--- config.mk ---
export PLATFORM = sky130hd
export DESIGN_NAME = kbd_entry_ctrl
export DESIGN_NICKNAME = d
export VERILOG_FILES = /design/src/rtl/kbd_entry_ctrl.sv
export SDC_FILE = /design/constraint.sdc
export NUM_CORES = 1
export LEC_CHECK = 0
export BUFFER_PORTS_ARGS = -buffer_cell sky130_fd_sc_hd__clkbuf_2
export CORE_AREA = 2 2 103 105
export CTS_BUF_LIST = sky130_fd_sc_hd__clkbuf_8
export DETAILED_ROUTE_END_ITERATION = 7
export DIE_AREA = 0 0 105 107
export HOLD_SLACK_MARGIN = 0.02
export PLACE_DENSITY_LB_ADDON = 0.3
export SLEW_MARGIN = 20
export SYNTH_ARGS = -nofsm -noshare
export SYNTH_HDL_FRONTEND = slang
export SYNTH_SLANG_ARGS = --single-unit
--- constraint.sdc ---
create_clock -name clk -period 6.8 [get_ports clk]
set_clock_uncertainty 0.1 [all_clocks]
set_input_delay 0.68 -clock clk [delete_from_list [all_inputs] [get_ports clk]]
set_output_delay 0.68 -clock clk [all_outputs]
set_load 0.01 [all_outputs]
--- src/rtl/kbd_entry_ctrl.sv ---
// Purpose : keypad entry sequencer. It takes filtered keypad scan codes, tracks make/break
//           framing, builds a BCD edit buffer, and hands the finished entry over valid/ack.
// Latency : one cycle from key_stb to the buffer, entry and overflow update. A timeout clear
//           takes effect TIMEOUT_CYCLES cycles after the last strobe.
// Backpressure: a pending (unacked) entry blocks ENTER, and the buffer is kept. An ack and an
//           ENTER in the same cycle latch the new entry back to back.
// Ports   : clk, reset (async, active-high); key/key_stb scan-code input;
//           entry_digits/entry_len/entry_valid/entry_ack latched-entry handshake;
//           buf_digits/buf_len live buffer for display; overflow pulse; busy = key framing active.
module kbd_entry_ctrl #(
  parameter int          NDIGITS        = 4,
  parameter logic [31:0] TIMEOUT_CYCLES = 32'd250_000_000
) (
  input  logic                   clk,
  input  logic                   reset,
  input  logic [7:0]             key,
  input  logic                   key_stb,
  output logic [4*NDIGITS-1:0]   entry_digits,
  output logic [3:0]             entry_len,
  output logic                   entry_valid,
  input  logic                   entry_ack,
  output logic [4*NDIGITS-1:0]   buf_digits,
  output logic [3:0]             buf_len,
  output logic                   overflow,
  output logic                   busy
);

  // Keypad scan codes (PS/2 set 2, numeric keypad)
  localparam logic [7:0] KP_0     = 8'h70;
  localparam logic [7:0] KP_1     = 8'h69;
  localparam logic [7:0] KP_2     = 8'h72;
  localparam logic [7:0] KP_3     = 8'h7A;
  localparam logic [7:0] KP_4     = 8'h6B;
  localparam logic [7:0] KP_5     = 8'h73;
  localparam logic [7:0] KP_6     = 8'h74;
  localparam logic [7:0] KP_7     = 8'h6C;
  localparam logic [7:0] KP_8     = 8'h75;
  localparam logic [7:0] KP_9     = 8'h7D;
  localparam logic [7:0] KP_STAR  = 8'h7C;
  localparam logic [7:0] KP_MINUS = 8'h7B;
  localparam logic [7:0] KP_REL   = 8'hF0;

  localparam logic [1:0] S_IDLE  = 2'd0;
  localparam logic [1:0] S_HELD  = 2'd1;
  localparam logic [1:0] S_BREAK = 2'd2;

  localparam logic [3:0] LEN_MAX = 4'(NDIGITS);

  logic [1:0]           r_state;
  logic [7:0]           r_held_code;
  logic [4*NDIGITS-1:0] r_buf;
  logic [3:0]           r_buf_len;
  logic [4*NDIGITS-1:0] r_entry;
  logic [3:0]           r_entry_len;
  logic                 r_entry_valid;
  logic                 r_overflow;
  logic [31:0]          r_cnt;

  logic                 w_is_digit;
  logic [3:0]           w_digit;
  logic                 w_is_star;
  logic                 w_is_minus;
  logic                 w_is_valid;
  logic                 w_exec;
  logic                 w_ack;
  logic                 w_latch;
  logic                 w_timeout;
  logic [4*NDIGITS-1:0] w_digit_ext;

  always_comb begin
    w_is_digit = 1'b1;
    w_digit    = 4'd0;
    case (key)
      KP_0:    w_digit = 4'd0;
      KP_1:    w_digit = 4'd1;
      KP_2:    w_digit = 4'd2;
      KP_3:    w_digit = 4'd3;
      KP_4:    w_digit = 4'd4;
      KP_5:    w_digit = 4'd5;
      KP_6:    w_digit = 4'd6;
      KP_7:    w_digit = 4'd7;
      KP_8:    w_digit = 4'd8;
      KP_9:    w_digit = 4'd9;
      default: w_is_digit = 1'b0;
    endcase
  end

  always_comb begin
    w_digit_ext      = '0;
    w_digit_ext[3:0] = w_digit;
  end

  assign w_is_star  = (key == KP_STAR);
  assign w_is_minus = (key == KP_MINUS);
  assign w_is_valid = w_is_digit | w_is_star | w_is_minus;

  // A key acts on a fresh make, or on a rollover to a different key while one is held.
  // A typematic repeat of the held code is ignored.
  assign w_exec = key_stb && w_is_valid &&
                  ((r_state == S_IDLE) || (r_state == S_HELD && key != r_held_code));

  assign w_ack   = entry_ack && r_entry_valid;
  // The ack is honoured before ENTER, so an ENTER in the ack cycle still latches.
  assign w_latch = w_exec && w_is_star && (!r_entry_valid || w_ack);

  // The timeout fires on the edge where the count would reach TIMEOUT_CYCLES.
  // No strobe is present then, so it never collides with a key action.
  assign w_timeout = (TIMEOUT_CYCLES != 32'd0) && !key_stb && (r_buf_len != 4'd0) &&
                     (r_cnt == TIMEOUT_CYCLES - 32'd1);

  always_ff @(posedge clk or posedge reset) begin
    if (reset) begin
      r_state     <= S_IDLE;
      r_held_code <= 8'h00;
    end else if (key_stb) begin
      case (r_state)
        S_IDLE: begin
          if (key == KP_REL) begin
            r_state <= S_BREAK;
          end else if (w_is_valid) begin
            r_state     <= S_HELD;
            r_held_code <= key;
          end
        end
        S_HELD: begin
          if (key == KP_REL) begin
            r_state <= S_BREAK;
          end else if (w_is_valid && key != r_held_code) begin
            r_held_code <= key;
          end
        end
        S_BREAK: begin
          if (key != KP_REL) r_state <= S_IDLE;
        end
        default: r_state <= S_IDLE;
      endcase
    end
  end

  always_ff @(posedge clk or posedge reset) begin
    if (reset) begin
      r_buf      <= '0;
      r_buf_len  <= 4'd0;
      r_overflow <= 1'b0;
    end else begin
      r_overflow <= 1'b0;
      if (w_timeout) begin
        r_buf     <= '0;
        r_buf_len <= 4'd0;
      end else if (w_exec) begin
        if (w_is_digit) begin
          if (r_buf_len < LEN_MAX) begin
            r_buf     <= (r_buf << 4) | w_digit_ext;
            r_buf_len <= r_buf_len + 4'd1;
          end else begin
            r_overflow <= 1'b1;
          end
        end else if (w_is_minus) begin
          if (r_buf_len != 4'd0) begin
            r_buf     <= r_buf >> 4;
            r_buf_len <= r_buf_len - 4'd1;
          end
        end else if (w_latch) begin
          r_buf     <= '0;
          r_buf_len <= 4'd0;
        end
      end
    end
  end

  always_ff @(posedge clk or posedge reset) begin
    if (reset) begin
      r_entry       <= '0;
      r_entry_len   <= 4'd0;
      r_entry_valid <= 1'b0;
    end else if (w_latch) begin
      r_entry       <= r_buf;
      r_entry_len   <= r_buf_len;
      r_entry_valid <= 1'b1;
    end else if (w_ack) begin
      r_entry_valid <= 1'b0;
    end
  end

  // The idle counter runs only while the buffer holds digits. Any strobe restarts it.
  always_ff @(posedge clk or posedge reset) begin
    if (reset) begin
      r_cnt <= 32'd0;
    end else if (key_stb || r_buf_len == 4'd0) begin
      r_cnt <= 32'd0;
    end else if (TIMEOUT_CYCLES != 32'd0 && r_cnt != TIMEOUT_CYCLES) begin
      r_cnt <= r_cnt + 32'd1;
    end
  end

  assign entry_digits = r_entry;
  assign entry_len    = r_entry_len;
  assign entry_valid  = r_entry_valid;
  assign buf_digits   = r_buf;
  assign buf_len      = r_buf_len;
  assign overflow     = r_overflow;
  assign busy         = (r_state != S_IDLE);

endmodule

==> impl_metrics.yaml, run 1 <==
synth:
  synthArstFlopShare_pct: 100
  post-synth-top-area-fraction_pct: 47.6
  synth_area_leaders: "sky130_fd_sc_hd__dfrtp_1 (48%), sky130_fd_sc_hd__mux2i_1 (4.8%), sky130_fd_sc_hd__nand2_1 (4.8%), sky130_fd_sc_hd__mux2_1 (4.1%), sky130_fd_sc_hd__nor2_1 (3.4%)"
  area_leader_netlist: "sky130_fd_sc_hd__dfrtp_1"
  synth_area_per_cell_um2: 9.99
  netlist_top_cells_count: "sky130_fd_sc_hd__dfrtp_1 (84), sky130_fd_sc_hd__nand2_1 (56), sky130_fd_sc_hd__nor2_1 (40)"
  syn-num-nets: 458
  share_of_synthesized_area_occupied_by_flip_flops_and_latches_pct: 47.6
  post_synth_num_cell_types: 55
  gate_count_after_technology_mapping: 442
  yosys_warnings: 0
  netlist_area_um2: 4420
  synth_edf_count: 0
  library_cell_with_the_highest_instance_count_after_synthesis: "sky130_fd_sc_hd__dfrtp_1"
  synth_flop_cell: "sky130_fd_sc_hd__dfrtp_1"
  postSynthRegisterBits: 84
worst_setup_path:
  cp-end-kind: "register"
  critical_path_arrival_ns: 3.86
  path_max_fanout: 22
  crit_slowest_cell: "sky130_fd_sc_hd__a31oi_2"
  critPathTopFamily: "compound AO/OA/AOI/OAI gates"
  worst_setup_path_start_kind: "primary input"
  path_cells: "clkbuf_2 > nor2b_1 > a32oi_1 > a31oi_2 > o21bai_2 > nand2_1 > a2111oi_4"
  cp_num_buf_inv: 1
  worst-endpoint-required_ns: 6.97
  timing_worst_setup_path_type: "in2reg"
  critPathMaxStageDelay_ns: 0.78
route:
  drt-total-wl_um: 9610
  drt-met1-wl_um: 4290
  wl_met3_um: 418
  dr.first_iter.drc_count: 112
  routed_wire_length_per_instance_um: 15.3
  via_per_inst: 5.46
  drc: 0
  top_layer: "met4"
  final_antenna_net_count: 0
  dr_total_vias: 3426
  met2WireLength_um: 4690
  dr.pass1.iters: 4
layout:
  insertedDiodeCount: 0
  drive_gt1_share_pct: 17.9
  area_delta_synth_final_pct: 12.3
  final_net_count: 503
  multiInputGateArea_um2: 2140
  seq_area_um2: 2100
  final.fill_count: 952
timing:
  worst_pin_slew_ns: 1.12
  rsz0062_at_grt: "false"
  setup_viol_count_final: 0
  hold_violation_total_from_the_final_report: 0
  hold-worst-slack_ns: 0.374
  slew_headroom_pct: 25.0
  min_period_ns: 3.69
  timing_max_transition_violations_final: 0
  fin_setup_tns_ns: 0
  timing.fmax_mhz: 271
  fin_crit_sh_pct: 54.3
cts:
  htree_num_levels: 3
  clk_path_buf_depth: 2
  holdBufCountCts: 0
  cts_made_buffers: 9
  number_of_gates_resized_after_cts: 0
  clkSlewWorstSetupHoldPaths_ns: 0.10
  cts_tree: "done"
  worst_skew_pair.late_latency_ns: 0.37
  tritoncts_num_sinks: 84
  cts_root_buf: "sky130_fd_sc_hd__clkbuf_8"
  post_cts_buffers: 0
grt:
  grt_pass1_vias: 3334
  largest_net_degree_at_the_start_of_global_routing: 85
  global_route.overflow_total: 0
  globalRouteTotalUtil_pct: 17.8
  wire_length_of_the_first_global_routing_pass_um: 16100
  initial_antenna_violation_count: 0
floorplan:
  chipHeight_um: 107
  initial_utilization_pct: 43.8
  die_w_um: 105
  fp.coreArea_um2: 10100
  die_area_um2: 11200
  rows: 37
  top_level_ports: 55
hold_path:
  holdCritPathClass: "in2async"
power:
  cellPowerDensity_nw_per_um2: 202
  irDropWorstVdd_mv: 0.118
  static-leakage-power_nw: 2.31
run_status:
  outcome: "complete, no violations"
place:
  post-dp-hpwl_um: 6610
  routabilityCongestion: 0.903
  port_buffers: 54
run:
  maxCapViolCount: 0
[worst paths after layout]
| check | cells after the start | to | slack, ns | startpoint |
|---|---|---|---|---|
| min in group clk | 1 | r_held_code[5] | 0.40 | r_held_code[5] |
| max in group asynchronous | 3 | r_state[1] | 5.71 | reset |
| hold / removal | 3 | r_cnt[7] | 0.37 | reset |
| setup reg to reg | 7 | overflow | 3.84 | buf_len[0] |
| setup / recovery | 7 | buf_len[2] | 3.11 | key[1] |
| hold reg to reg | 1 | r_held_code[5] | 0.40 | r_held_code[5] |
[power breakdown]
| group | internal, mW | total [mW] | switching (mW) |
|---|---|---|---|
| Clock | 0.146 | 0.361 | 0.215 |
| Combinational | 0.0425 | 0.106 | 0.0639 |
| Sequential | 0.517 | 0.534 | 0.0173 |
| Total | 0.705 | 1.00 | 0.297 |
[kinds of logic after synthesis]
family          synth area share [%]
fa+ha+maj                       1.13
compound gates                  9.55
xor+xnor                        6.35
mux                             10.6
simple gates                    20.9
buf+inv                         3.85
flops                           47.6
[final cells by class]
| type | count | area share (%) |
|---|---|---|
| multi-input cells | 322 | 43.2 |
| flip-flops and latches | 84 | 42.4 |
| repair buffers | 56 | 5.83 |
| well taps | 136 | 3.43 |
| clock buffers | 9 | 2.50 |
| clock inverters | 7 | 1.54 |
| inverters | 14 | 1.08 |
[registers in the layout (all words and copies together), names as in the netlist]
signal,count
entry_valid,1
r_state,2
buf_digits,16
r_cnt,32
entry_len,4
entry_digits,16
overflow,1
buf_len,4
r_held_code,8
[cells in the final DEF (no fill, tap or decap), drive strengths merged, types with 4 or more instances in the layout]
| master | n |
|---|---|
| nand2 | 56 |
| nor2b | 5 |
| o21ai | 15 |
| nor2 | 40 |
| xor2 | 15 |
| mux2 | 23 |
| nor4 | 5 |
| and4 | 5 |
| ha | 4 |
| a22oi | 9 |
| nor4b | 6 |
| and3 | 13 |
| nand3 | 16 |
| nor3 | 5 |
| clkbuf | 63 |
| inv | 17 |
| or3 | 6 |
| a221oi | 4 |
| nand4 | 8 |
| xnor2 | 17 |
| a21oi | 13 |
| dfrtp | 84 |
| mux2i | 21 |
| clkinv | 4 |
| nand2b | 5 |
[through the flow]
step                      total power [mW]  area, µm²  cells  worst slack (ns)  util, %
after global placement               0.648       4760    612              2.92     47.1
after detailed placement             0.652       4760    612              2.80     47.1
after CTS                             1.01       4960    628              3.18     49.1
after global routing                  1.05       4960    628              2.91     49.1
after floorplan                      0.619       4420    442              3.85        -
final                                 1.00       4960    628              3.11     49.1
[worst min-delay path, cell delays in order]
cell and delay [ns]:
sky130_fd_sc_hd__clkbuf_2 0.09, sky130_fd_sc_hd__clkinv_2 0.04, sky130_fd_sc_hd__buf_6 0.55
[metal layers]
| layer | vias to the layer above | track usage (%) |
|---|---|---|
| met1 | 1677 | 22.5 |
| li1 | 1647 | - |
| met3 | 21 | 3.95 |
| met4 | 0 | 7.05 |
| met5 | - | 0 |
| met2 | 81 | 29.7 |
Note: power is estimated with default switching activity, not from simulation.
==> run 2: changes to the inputs <==
Clock period 6.8 ns to 3.6 ns, I/O delays scaled along.
==> impl_metrics.yaml, run 2 (same netlist as run 1, synthesis figures left out) <==
hold_path:
  start_point_of_the_worst_min_delay_path: "key_stb"
  end_point_of_the_most_critical_hold_path: "r_state[0]"
  holdCritPathClass: "in2reg"
  worstHoldPathCells: 2
place:
  port_buffers: 54
  post-dp-hpwl_um: 6820
  dp_slack_ns: 0.916
  routabilityCongestion: 0.832
grt:
  globalRouteTotalUtil_pct: 18.1
  initial_antenna_violation_count: 0
  wire_length_of_the_first_global_routing_pass_um: 16300
  grt_pass1_vias: 3362
  largest_net_degree_at_the_start_of_global_routing: 41
  global_route.overflow_total: 0
cts:
  cts_tree: "done"
  htree_num_levels: 3
  cts_root_buf: "sky130_fd_sc_hd__clkbuf_8"
  cts_made_buffers: 9
  clkSlewWorstSetupHoldPaths_ns: 0.09
  worst_skew_pair.late_latency_ns: 0.37
  clk_path_buf_depth: 2
  tritoncts_num_sinks: 84
layout:
  layout_commonest_cell: "sky130_fd_sc_hd__dfrtp_1"
  insertedDiodeCount: 0
  layout.cells.most_common_list: "sky130_fd_sc_hd__dfrtp_1 (84), sky130_fd_sc_hd__nand2_1 (56), sky130_fd_sc_hd__clkbuf_2 (54)"
  drive_gt1_share_pct: 18.8
  seq_area_um2: 2100
  final.fill_count: 969
  area_delta_synth_final_pct: 13.8
  largest_reg_flops: 32
  final_net_count: 510
  layout.core_utilization_pct: 49.8
  max_flop_register: "r_cnt"
  multiInputGateArea_um2: 2140
timing:
  min_period_ns: 2.62
  worst_pin_slew_ns: 0.736
  layout_setup_ws_ns: 0.984
  fin_crit_sh_pct: 72.7
  setup_viol_count_final: 0
  slew_headroom_pct: 50.8
  fin_setup_tns_ns: 0
  hold_violation_total_from_the_final_report: 0
  timing_max_transition_violations_final: 0
  rsz0062_at_grt: "false"
  timing.fmax_mhz: 382
worst_setup_path:
  ff2ff_setup_slack_ns: 0.98
  worst-endpoint-required_ns: 3.75
  critical_path_arrival_ns: 2.77
  r2r-end: "overflow"
  path_max_fanout: 19
  critPathMaxStageDelay_ns: 0.62
  crit_slowest_cell: "sky130_fd_sc_hd__nand3_1"
  cp-end-kind: "register"
  r2r_cells: 6
  rr_startpoint: "buf_len[0]"
  timing_worst_setup_path_type: "reg2reg"
  worst_setup_path_start_kind: "register"
  path_cells: "inv_1 > ha_1 > a21o_1 > nor4_1 > nand3_1 > and4_1"
run:
  maxCapViolCount: 0
floorplan:
  fp.coreArea_um2: 10100
  die_area_um2: 11200
  top_level_ports: 55
  initial_utilization_pct: 43.8
  rows: 37
  chipHeight_um: 107
  die_w_um: 105
route:
  final_antenna_net_count: 0
  drt-met1-wl_um: 4310
  top_layer: "met4"
  drt-total-wl_um: 9490
  routed_wire_length_per_instance_um: 15.0
  dr.first_iter.drc_count: 145
  wl_met3_um: 373
  met2WireLength_um: 4730
  dr_total_vias: 3412
  dr.pass1.iters: 4
  via_per_inst: 5.37
  drc: 0
power:
  p_int_mw: 1.41
  power.switching_mw: 0.525
  cellPowerDensity_nw_per_um2: 385
  power_frac_clock_pct: 37.6
  static-leakage-power_nw: 2.35
  irDropWorstVdd_mv: 0.209
  seq_power_share_pct: 52.1
  combPwrFrac_pct: 10.3
  netSwitchingFraction_pct: 27.1
run_status:
  outcome: "complete, no violations"
## run 2: area by class of cell
cell class | count | area share (%)
Clock buffer | 10 | 2.74
Clock inverter | 6 | 1.57
Sequential cell | 84 | 41.8
Inverter | 14 | 1.07
Timing Repair Buffer | 63 | 6.77
Tap cell | 136 | 3.38
Multi-Input combinational cell | 322 | 42.7
## run 2: power by group through the flow
stage | registers [mW] | logic, mW | clock network [mW]
finish | 1.01 | 0.200 | 0.728
global route | 1.02 | 0.224 | 0.799
detailed placement | 1.03 | 0.203 | 0
global placement | 1.03 | 0.201 | 0
floorplan | 1.02 | 0.147 | 0
CTS | 1.01 | 0.204 | 0.755
## run 2: worst max-delay path by stage
stage                                to       start
final                          overflow  buf_len[0]
after global routing           overflow  buf_len[1]
after CTS                      overflow  buf_len[0]
after detailed placement  buf_digits[3]      key[4]
after global placement    buf_digits[8]      key[4]
after floorplan           buf_digits[0]       reset
## run 2: through the flow
| step | power (mW) | cells | cell area (µm²) | hold WS, ns |
|---|---|---|---|---|
| after floorplan | 1.17 | 442 | 4420 | 0.346 |
| after CTS | 1.97 | 635 | 5030 | 0.156 |
| after detailed placement | 1.23 | 618 | 4800 | 0.217 |
| after global placement | 1.23 | 618 | 4800 | 0.215 |
| after global routing | 2.04 | 635 | 5030 | 0.163 |
| final | 1.94 | 635 | 5030 | 0.161 |
## run 2: repair_timing
action	CTS	global route
gates resized for setup	0	0
hold buffers	1	0
buffers inserted	0	0
hold endpoints to repair	17	0
## run 2: worst max-delay path, delay by kind of cell, from the launching register on
kind,cells,cell delay [ns]
buf+inv,1,0.11
fa+ha+maj,1,0.26
simple gates,3,1.43
compound gates,1,0.19
flops,1,0.43
## run 2: per-layer routing
metal,vias to the layer above,global-route usage (%)
met5,-,0
met4,0,5.62
met3,6,4.56
met2,78,30.5
met1,1661,23.1
li1,1667,-
==> run 3: changes to the inputs <==
Clock period 3.6 ns to 2.44 ns, I/O delays scaled along.
==> impl_metrics.yaml, run 3 (same netlist as run 1, synthesis figures left out) <==
grt:
  globalRouteTotalUtil_pct: 18.1
  global_route.overflow_total: 0
  grt_pass1_vias: 3480
  largest_net_degree_at_the_start_of_global_routing: 44
  wire_length_of_the_first_global_routing_pass_um: 16500
  initial_antenna_violation_count: 0
power:
  netSwitchingFraction_pct: 26.6
  irDropWorstVdd_mv: 0.307
  power.switching_mw: 0.752
  static-leakage-power_nw: 2.37
  combPwrFrac_pct: 10.7
  totalPowerFinal_mw: 2.83
  cellPowerDensity_nw_per_um2: 557
  p_int_mw: 2.07
  power_frac_clock_pct: 36.5
  seq_power_share_pct: 52.8
floorplan:
  fp.coreArea_um2: 10100
  die_area_um2: 11200
  chipHeight_um: 107
  die_w_um: 105
  rows: 37
  top_level_ports: 55
  initial_utilization_pct: 43.8
route:
  via_per_inst: 5.44
  routed_wire_length_per_instance_um: 15.0
  final_antenna_net_count: 0
  drt-total-wl_um: 9600
  drc: 0
  dr.pass1.iters: 4
  dr_total_vias: 3484
  dr.first_iter.drc_count: 151
worst_setup_path:
  worst_setup_path_start_kind: "register"
  rr_startpoint: "buf_len[0]"
  cp-end-kind: "register"
  r2r-end: "buf_len[2]"
  r2r_cells: 6
  worst-endpoint-required_ns: 2.59
  worstSetupEndpoint: "buf_len[2]"
  critical_path_arrival_ns: 2.26
  worst_setup_path_startpoint: "buf_len[0]"
  ff2ff_setup_slack_ns: 0.33
  path_max_fanout: 5
  timing_worst_setup_path_type: "reg2reg"
timing:
  hold-worst-slack_ns: 0.0620
  timing.fmax_mhz: 475
  fin_setup_tns_ns: 0
  min_period_ns: 2.11
  timing_max_transition_violations_final: 0
  fin_crit_sh_pct: 86.3
  setup_viol_count_final: 0
  rsz0062_at_grt: "false"
  slew_headroom_pct: 62.9
  hold_violation_total_from_the_final_report: 0
  worst_pin_slew_ns: 0.556
cts:
  clkSlewWorstSetupHoldPaths_ns: 0.09
  clk_path_buf_depth: 2
  cts_root_buf: "sky130_fd_sc_hd__clkbuf_8"
  cts_made_buffers: 9
  worst_skew_pair.late_latency_ns: 0.35
  tritoncts_num_sinks: 84
  htree_num_levels: 3
  cts_tree: "done"
place:
  place.detailed.instances: 623
  post-dp-hpwl_um: 6780
  routabilityCongestion: 0.903
  port_buffers: 54
layout:
  final.fill_count: 927
  largest_reg_flops: 32
  final_net_count: 515
  layout_commonest_cell: "sky130_fd_sc_hd__dfrtp_1"
  layout.cells.most_common_list: "sky130_fd_sc_hd__dfrtp_1 (84), sky130_fd_sc_hd__nand2_1 (56), sky130_fd_sc_hd__clkbuf_2 (54)"
  max_flop_register: "r_cnt"
  multiInputGateArea_um2: 2140
  insertedDiodeCount: 0
  instances_no_fill: 640
  seq_area_um2: 2100
  area_delta_synth_final_pct: 14.8
  drive_gt1_share_pct: 19.6
run_status:
  outcome: "complete, no violations"
hold_path:
  holdCritPathClass: "in2reg"
run:
  maxCapViolCount: 0
## run 3: cell type report
class,instances,share of cell area (%)
flip-flops and latches,84,41.5
well taps,136,3.36
repair buffers,68,7.70
multi-input cells,322,42.3
clock buffers,10,2.71
inverters,14,1.11
clock inverters,6,1.36
## run 3: stage by stage
step | setup WS, ns | util [%] | cell area, µm²
2_1_floorplan | 0.359 | - | 4420
3_3_place_gp | 0.144 | 48.1 | 4850
3_5_place_dp | 0.109 | 48.1 | 4850
4_1_cts | 0.331 | 50.2 | 5070
5_1_grt | 0.166 | 50.2 | 5070
6_report | 0.335 | 50.2 | 5070
## run 3: layer usage
metal	wire length, µm	vias up	GRT usage [%]
met5	0	-	0
met4	127	0	6.38
met3	441	11	3.59
met2	4830	95	30.7
met1	4200	1714	23.1
li1	-	1664	-
## run 3: critical path: stages (launching register included)
cell,delay (ns)
sky130_fd_sc_hd__dfrtp_1,0.43
sky130_fd_sc_hd__inv_1,0.11
sky130_fd_sc_hd__ha_1,0.27
sky130_fd_sc_hd__and3_1,0.17
sky130_fd_sc_hd__a211oi_2,0.26
sky130_fd_sc_hd__nand2_1,0.27
sky130_fd_sc_hd__a2111oi_4,0.40
## run 3: worst min path at each step
stage | depth (start not counted) | start | to
4_1_cts | 2 | key_stb | r_state[0]
6_report | 2 | key_stb | r_state[0]
3_3_place_gp | 3 | reset | entry_len[1]
2_1_floorplan | 1 | key_stb | r_state[0]
5_1_grt | 2 | key_stb | r_state[0]
3_5_place_dp | 3 | reset | entry_len[1]
## run 3: power by group through the flow
stage	Combinational, mW	Clock [mW]	Sequential [mW]
floorplan	0.218	0	1.51
global placement	0.296	0	1.52
detailed placement	0.303	0	1.52
CTS	0.306	1.06	1.49
global route	0.344	1.13	1.50
finish	0.303	1.03	1.49
## run 3: what timing repair did
action	in CTS	in global routing
hold buffers	1	0
endpoints found under the hold margin	84	0
setup buffers	0	0
gates resized for setup	0	0
